[src/rtl/pe_conv_ctrl.sv]
// Convolution sequencer: feeds one 10x10 image of 2-bit pixels through an external 3-tap PE, one filter row at a time.
// Optional macro PE_CONV_CTRL_ROWBUF_EN adds a 3-row image buffer so that each later output row needs only one fetch.
module pe_conv_ctrl #(
   parameter int unsigned ACC_W = 4
) (
   input  logic                 clk,
   input  logic                 rst,
   input  logic                 start,
   input  logic [17:0]          filt,
   output logic                 busy,
   output logic                 row_req,
   output logic [3:0]           row_addr,
   input  logic [19:0]          row_data,
   input  logic                 row_valid,
   output logic [19:0]          pe_in,
   output logic [5:0]           pe_filter,
   input  logic [15:0]          pe_out,
   output logic                 out_valid,
   input  logic                 out_ready,
   output logic [8*ACC_W-1:0]   out_data,
   output logic [2:0]           out_row,
   output logic                 done
);

   localparam int unsigned LANES  = 8;
   localparam int unsigned ROW_W  = 20;
   localparam int unsigned FROW_W = 6;
   localparam int unsigned FILT_W = 18;

   typedef enum logic [2:0] {
      S_IDLE,
      S_FETCH,
      S_ACC,
      S_EMIT,
      S_DONE
   } state_e;

   state_e                          state_q, state_d;
   logic [2:0]                      r_q, r_d;
   logic [1:0]                      k_q, k_d;
   logic [FILT_W-1:0]               filt_q, filt_d;
   logic [ROW_W-1:0]                pe_in_q, pe_in_d;
   logic [FROW_W-1:0]               pe_filter_q, pe_filter_d;
   logic [LANES-1:0][ACC_W-1:0]     acc_q, acc_d;
   logic                            busy_q, busy_d;
   logic                            row_req_q, row_req_d;
   logic [3:0]                      row_addr_q, row_addr_d;
   logic                            out_valid_q, out_valid_d;
   logic [2:0]                      out_row_q, out_row_d;
   logic                            done_q, done_d;
`ifdef PE_CONV_CTRL_ROWBUF_EN
   logic [2:0][ROW_W-1:0]           rbuf_q, rbuf_d;
`endif

   function automatic logic [FROW_W-1:0] filt_row(input logic [FILT_W-1:0] f, input logic [1:0] k);
      case (k)
         2'd0:    return f[5:0];
         2'd1:    return f[11:6];
         default: return f[17:12];
      endcase
   endfunction

   // Next-state, datapath and registered-output computation
   always_comb begin
      state_d     = state_q;
      r_d         = r_q;
      k_d         = k_q;
      filt_d      = filt_q;
      pe_in_d     = pe_in_q;
      pe_filter_d = pe_filter_q;
      acc_d       = acc_q;
`ifdef PE_CONV_CTRL_ROWBUF_EN
      rbuf_d      = rbuf_q;
`endif

      case (state_q)
         S_IDLE: begin
            if (start) begin
               filt_d  = filt;
               r_d     = 3'd0;
               k_d     = 2'd0;
               acc_d   = '0;
               state_d = S_FETCH;
            end
         end
         S_FETCH: begin
            if (row_valid) begin
`ifdef PE_CONV_CTRL_ROWBUF_EN
               // Row 0 fills the buffer in place; later rows shift in a single new image row
               if (r_q == 3'd0) begin
                  rbuf_d[k_q] = row_data;
               end else begin
                  rbuf_d = {row_data, rbuf_q[2], rbuf_q[1]};
               end
               if (k_q == 2'd2) begin
                  pe_in_d     = (r_q == 3'd0) ? rbuf_q[0] : rbuf_q[1];
                  pe_filter_d = filt_row(filt_q, 2'd0);
                  k_d         = 2'd0;
                  state_d     = S_ACC;
               end else begin
                  k_d = k_q + 2'd1;
               end
`else
               pe_in_d     = row_data;
               pe_filter_d = filt_row(filt_q, k_q);
               state_d     = S_ACC;
`endif
            end
         end
         S_ACC: begin
            for (int j = 0; j < int'(LANES); j++) begin
               acc_d[j] = acc_q[j] + ACC_W'(pe_out[2*j +: 2]);
            end
            if (k_q == 2'd2) begin
               state_d = S_EMIT;
            end else begin
               k_d = k_q + 2'd1;
`ifdef PE_CONV_CTRL_ROWBUF_EN
               pe_in_d     = rbuf_q[k_d];
               pe_filter_d = filt_row(filt_q, k_d);
`else
               state_d = S_FETCH;
`endif
            end
         end
         S_EMIT: begin
            if (out_ready) begin
               if (r_q == 3'd7) begin
                  state_d = S_DONE;
               end else begin
                  r_d     = r_q + 3'd1;
`ifdef PE_CONV_CTRL_ROWBUF_EN
                  k_d     = 2'd2;
`else
                  k_d     = 2'd0;
`endif
                  acc_d   = '0;
                  state_d = S_FETCH;
               end
            end
         end
         S_DONE: begin
            state_d = S_IDLE;
         end
         default: begin
            state_d = S_IDLE;
         end
      endcase

      // Status outputs are decoded from the next state so they register alongside it
      busy_d      = (state_d != S_IDLE);
      row_req_d   = (state_d == S_FETCH);
      row_addr_d  = (state_d == S_FETCH) ? (4'(r_d) + 4'(k_d)) : 4'd0;
      out_valid_d = (state_d == S_EMIT);
      out_row_d   = (state_d == S_EMIT) ? r_d : 3'd0;
      done_d      = (state_d == S_DONE);
   end

   // State and datapath registers
   always_ff @(posedge clk) begin
      if (rst) begin
         state_q     <= S_IDLE;
         r_q         <= '0;
         k_q         <= '0;
         filt_q      <= '0;
         pe_in_q     <= '0;
         pe_filter_q <= '0;
         acc_q       <= '0;
         busy_q      <= 1'b0;
         row_req_q   <= 1'b0;
         row_addr_q  <= '0;
         out_valid_q <= 1'b0;
         out_row_q   <= '0;
         done_q      <= 1'b0;
`ifdef PE_CONV_CTRL_ROWBUF_EN
         rbuf_q      <= '0;
`endif
      end else begin
         state_q     <= state_d;
         r_q         <= r_d;
         k_q         <= k_d;
         filt_q      <= filt_d;
         pe_in_q     <= pe_in_d;
         pe_filter_q <= pe_filter_d;
         acc_q       <= acc_d;
         busy_q      <= busy_d;
         row_req_q   <= row_req_d;
         row_addr_q  <= row_addr_d;
         out_valid_q <= out_valid_d;
         out_row_q   <= out_row_d;
         done_q      <= done_d;
`ifdef PE_CONV_CTRL_ROWBUF_EN
         rbuf_q      <= rbuf_d;
`endif
      end
   end

   assign busy      = busy_q;
   assign row_req   = row_req_q;
   assign row_addr  = row_addr_q;
   assign pe_in     = pe_in_q;
   assign pe_filter = pe_filter_q;
   assign out_valid = out_valid_q;
   assign out_data  = acc_q;
   assign out_row   = out_row_q;
   assign done      = done_q;

endmodule

[config.mk]
export PLATFORM = sky130hd
export DESIGN_NAME = pe_conv_ctrl
export DESIGN_NICKNAME = d
export VERILOG_FILES = /design/src/rtl/pe_conv_ctrl.sv
export SDC_FILE = /design/constraint.sdc
export NUM_CORES = 1
export LEC_CHECK = 0
export ABC_AREA = 1
export CAP_MARGIN = 20
export CORE_MARGIN = 5
export CORE_UTILIZATION = 35
export CTS_CLUSTER_DIAMETER = 60
export CTS_CLUSTER_SIZE = 25
export DETAILED_ROUTE_END_ITERATION = 10
export GPL_ROUTABILITY_DRIVEN = 0
export GPL_TIMING_DRIVEN = 0
export RECOVER_POWER = 100
export SLEW_MARGIN = 20
export SYNTH_ARGS = -nofsm -noshare
export SYNTH_HDL_FRONTEND = slang
export SYNTH_SLANG_ARGS = --single-unit
[constraint.sdc]
create_clock -name clk -period 1.9 [get_ports clk]
set_input_delay 0.57 -clock clk [delete_from_list [all_inputs] [get_ports clk]]
set_output_delay 0.57 -clock clk [all_outputs]
set_load 0.01 [all_outputs]
After elaboration in Yosys (flattened, before gate mapping)
Index checks and enable logic that the tools add are counted.
Operators by class
  reduce and logical (&&, ||, !) cells: 9
  bitwise logic cells: 2
  muxes and demuxes: 20
  equal/unequal tests: 12
  $add $sub $neg: 11
Operators by type and width (count)
  $mux W32: 3
  $pmux W32 S3: 1
  $add A4 B2 Y4: 8
  $mux W3: 7
  $pmux W3 S4: 1
  $pmux W6 S2: 1
  $mux W2: 5
  $eq A3 B2 Y1 const B: 3
  $eq A3 B1 Y1 const B: 2
  $eq A3 B3 Y1 const B: 2
  $ne A2 B2 Y1 const B: 3
  $pmux W2 S3: 1
  $pmux W3 S2: 1
  $reduce_bool A3 Y1: 2
  $add A3 B2 Y4: 1
  $reduce_and A2 Y1: 2
  $reduce_and A4 Y1: 1
  $reduce_or A2 Y1: 2
  $add A3 B1 Y3 const B: 1
  $logic_not A3 Y1: 1
  $add A2 B1 Y2 const B: 1
  $eq A2 B1 Y1 const B: 1
  $eq A2 B2 Y1 const B: 1
  $logic_not A2 Y1: 1
  $not A1 Y1: 2
Storage, ports and cells
  logic and storage cells: 74
  flip-flop bits (word level): 95
  output and inout port bits: 69
  input bits: 59

Logic depth before layout (Yosys ltp)
  depth after elaboration: 7
  mapped depth: 14
  gate-level depth less buffers: 14

Worst setup path after synthesis
No wires, ideal clock.
  kind: reg-to-reg
  start point: register r_q[0]
  end point: register row_addr_q[2] (netlist: row_addr[2])
  stages on the path, launching flop included: 15
  clock period less this slack: 1.972 ns
  data required time: 1.836 ns
  slack: -0.072 ns
  data arrival time: 1.908 ns
  setup time: 0.064 ns
  buffers on the path: 0
  cell sequence: dfxtp_1 > ha_1 > nand2_1 > nand2_1 > nand2_2 > nand4_1 > o21ai_0 > inv_1 > ha_1 > fa_1 > inv_1 > nand3_1 > nand2_1 > inv_1 > nor2_1
On the way
  elaborated cells between the ends (all ways): 16
  those cells by class: 2 x add/sub; 2 x eq/ne; 10 x mux; 1 x bitwise; 1 x reduce/logical
RTL lines
  from (decl): line 39  | logic [2:0] r_q, r_d;
  from (signal assigned): line 180  | r_q <= r_d;
  $add A3 B1 Y3 or $eq A3 B3 Y1 (tied branches): line 131, 128
  $mux W3: line 128  | if (r_q == 3'd7) begin
  $mux W3: line 127  | if (out_ready) begin
  $pmux W3 S2 (*): line 76  | case (state_q)
  named net r_d[0]: line 39
  $add A3 B2 Y4 (*): line 153  | row_addr_d = (state_d == S_FETCH) ? (4'(r_d) + 4'(k_d)) : 4'd0;
  to (signal assigned): line 188  | row_addr_q <= row_addr_d;
  to (decl): line 47  | logic [3:0] row_addr_q, row_addr_d;
Mark *: on every way through the listed nets, which the timed path passes. The rest lies on a longest branch.
A chain may end at the register's enable or synchronous reset.

Worst setup path after layout
  start point: register acc_q, in the netlist out_data[31]
  end point: output port out_data[31]
RTL lines
  from (decl): line 44  | logic [LANES-1:0][ACC_W-1:0] acc_q, acc_d;
  from (signal assigned): line 168  | acc_q <= '0;
  from (signal assigned): line 185  | acc_q <= acc_d;
  to (decl): line 20  | output logic [8*ACC_W-1:0] out_data,
No word-level cell between the ends.

==> results.md <==
- Final hold viol count: 0
- CP Capture Type: primary output
- Comb power frac: between 10% and 20%
- Share of the synthesized area in the top cell type: about 44%
- Crit path DAT: around 1.3 ns
- Crit path cell chain: clkdlybuf4s50_1
- Largest net degree at the start of global routing: 16
- Syn Inst Count: 549
- Area leader, netlist: dfxtp_1
- Worst Path Max Fanout: 4
- Syn nets: 640
- Die ar.: 14500 um^2
- Wire length per cell: 13.5 um
- Detailed router's first-iteration violation count: ~210
- Vias in the first global route: ~3800
- CTS H-tree depth: 3
- Inserted Diodes: 0
- DRC: 0
- Number of library cell types mapped by synthesis: 27
- Sw power: approximately 1100 uW
- Max_cap viols: 0
- Fraction of layout cells with a size suffix above 1: about 11%
- Worst r2r path cells: 14
- Clk buf depth: 2
- DRT Wirelength: approximately 11 mm
- Post-DP HPWL: 8.54 mm
- CP Class: flop to primary output
- Setup violators final: 0
- Io pins: about 130
- Pwr dens: slightly below 800 nW/um^2
- Via density: 4.68
- Antenna Violating Nets Remaining: 0
- First-pass DRT Iterations: 6
- P&R area growth vs syn: 45.8%
- Core ar.: 12000 um^2
- Chip width: 121 um
- Synth warn: 0
- Startpoint types: flop
- F_max: approximately 540 MHz
- Total internal power: ~3700 uW
- Initial core utilization: between 30% and 40%
- Post-place setup slack: -0.690 ns
- CP max-delay cell: clkdlybuf4s50_1
- Sequential share of the synthesized area: ~44%
- Die span in y: 121 um
- Sink Count: 95
- Lkg Pwr: approximately 0.0027 uW
- Clock Latency Late Sink: about 0.35 ns
- Slew Limit Fails: 0
- Hold path cells: 2
- Post-synthesis cell area: roughly 4300 um^2
- CTS tree: done
- Critical path buffers and inverters: 1
- GRT Total Usage: ~16%
- Num CTS Buffers: 9
- Crit path time final: ~1.9 ns
- Flop pwr share: between 40% and 50%
- First-pass GRT wire length: ~19 mm
- CP delay by family, top: buffers and inverters
- Final worst-path cycle share: between 90% and 100%
- Worst slew pin tran: about 0.63 ns
- Seq cells post-synth: between 90 and 100
- Nets: just under 800
- Clk network pwr share: between 40% and 50%
- Total power: 4840 uW
- Syn avg cell area: between 7 and 8 um^2
- Antenna violations before repair: 0
- Vias: between 3000 and 4000
- Row cnt: 40
- Slowest stage delay, CP: ~0.56 ns
- Worst clock skew: 0.00639 ns
- Top area cells in the synthesized netlist: dfxtp_1 44%, nand2_1 15%, a21oi_1 9.8%, ha_1 6.7%, inv_1 4.3%
- CP required: ~1.3 ns
- Port Buf Inserts: 126
- Hold crit path type: flop to flop
- Peak VDD IR: 404 uV
- Total congestion overflow: 0
- Levels on crit path: 1
- Final worst slack: 0.0456 ns
- Worst-path clk slew: 0.07 ns
- Fillers: between 1000 and 1500
- Clock root buffer: clkbuf_16
- Outcome: completed
- Sw frac: between 20 and 25%
- Relative slew slack: between 50% and 60%
- RSZ-0062 raised after global routing: yes
[stage by stage]
stage               setup TNS, ns  instance area, um^2  hold WS (ns)  util [%]  cells
CTS                             0                 6150         0.458      51.2    843
global placement            -3.72                 5740         0.439      47.8    822
detailed placement          -5.01                 5740         0.449      47.8    822
global route              -0.0692                 6240         0.476      52.0    843
finish                          0                 6240         0.457      52.0    843
floorplan                       0                 4290         0.430         -    549
[cell usage after synthesis]
library cell	number
nand2_1	174
dfxtp_1	95
a21oi_1	84
inv_1	49
ha_1	23
nand3_1	22
nor2_1	18
o21ai_0	16
buf_2	11
fa_1	9
xor2_1	8
clkbuf_1	6
o22ai_1	6
a21oi_2	4
o21ai_1	4
buf_1	3
buf_6	3
inv_2	2
nand2_2	2
nand3_2	2
nand4_1	2
buf_4	1
nand3_4	1
nand3b_1	1
nor2_2	1
nor2_4	1
or2_0	1
[state kept, by name, indices dropped and copies added (netlist names), 3 cells and up]
register and count:
out_data 32, pe_in 20, filt_q 18, pe_filter 6, row_addr 4, out_row 3
r_q 3, state_q 3
[worst paths after layout]
path / from / to / slack, ns
worst max-delay path: out_data[31] / out_data[31] / 0.05
worst min-delay path: filt_q[4] / filt_q[4] / 0.46
worst max register to register: r_q[1] / row_addr[2] / 0.07
worst min register to register: filt_q[4] / filt_q[4] / 0.46
[cell type report]
cell class | instances | area [um^2] | area share [%]
repair buffers | 131 | 1300 | 20.8
plain buffers | 24 | 134 | 2.15
well taps | 147 | 184 | 2.95
inverters | 51 | 194 | 3.11
clock buffers | 11 | 253 | 4.05
multi-input cells | 379 | 2150 | 34.4
flip-flops and latches | 95 | 1920 | 30.8
clock inverters | 5 | 104 | 1.66
[routing by layer]
| metal | global-route usage, % | share of wire, % | wire length, um |
|---|---|---|---|
| met1 | 20.6 | 46 | 5260 |
| met2 | 26.2 | 47 | 5350 |
| met3 | 3.51 | 4.8 | 551 |
| met4 | 6.59 | 1.9 | 214 |
| met5 | 0 | 0 | 0 |
[power groups by stage]
stage	Combinational, uW	Clock [uW]	Sequential, uW
after detailed placement	603	0	2150
after global routing	685	2260	2120
final	613	2120	2110
after floorplan	285	0	2160
after global placement	597	0	2150
after CTS	612	2190	2110
[worst min-delay path, delay by kind of cell, from the launching register on]
family,cells,cell delay [ns]
flip-flops,1,0.30
AO/OA/AOI/OAI,1,0.06
buffers and inverters,1,0.06
[layout by cell type, fill, tap and decap left out, types with 9 or more instances in the layout]
cell,instances
nor2_1,16
o21ai_0,15
ha_1,21
nand2_1,167
dlygate4sd2_1,11
dfxtp_1,84
nand3_1,21
clkdlybuf4s50_1,109
inv_1,45
buf_2,11
clkbuf_16,9
a21oi_1,84
[logic make-up after synthesis]
group                      count (synthesis)  synth area share (%)
and+or+nand+nor                          225                  21.6
adders and majority gates                 32                  10.9
xor gates and xnor gates                   8                  1.64
AOI/OAI and AO/OA                        114                  13.9
DFF                                       95                  44.4
buffers and inverters                     75                  7.51
[repair_timing]
action                     in CTS  in global routing
setup endpoints to repair      18                  8
buffers inserted                5                  0
pin swaps                       5                  5
hold buffers                    0                  0
resized for setup              29                 27
Note: power is estimated with default switching activity, not from simulation.
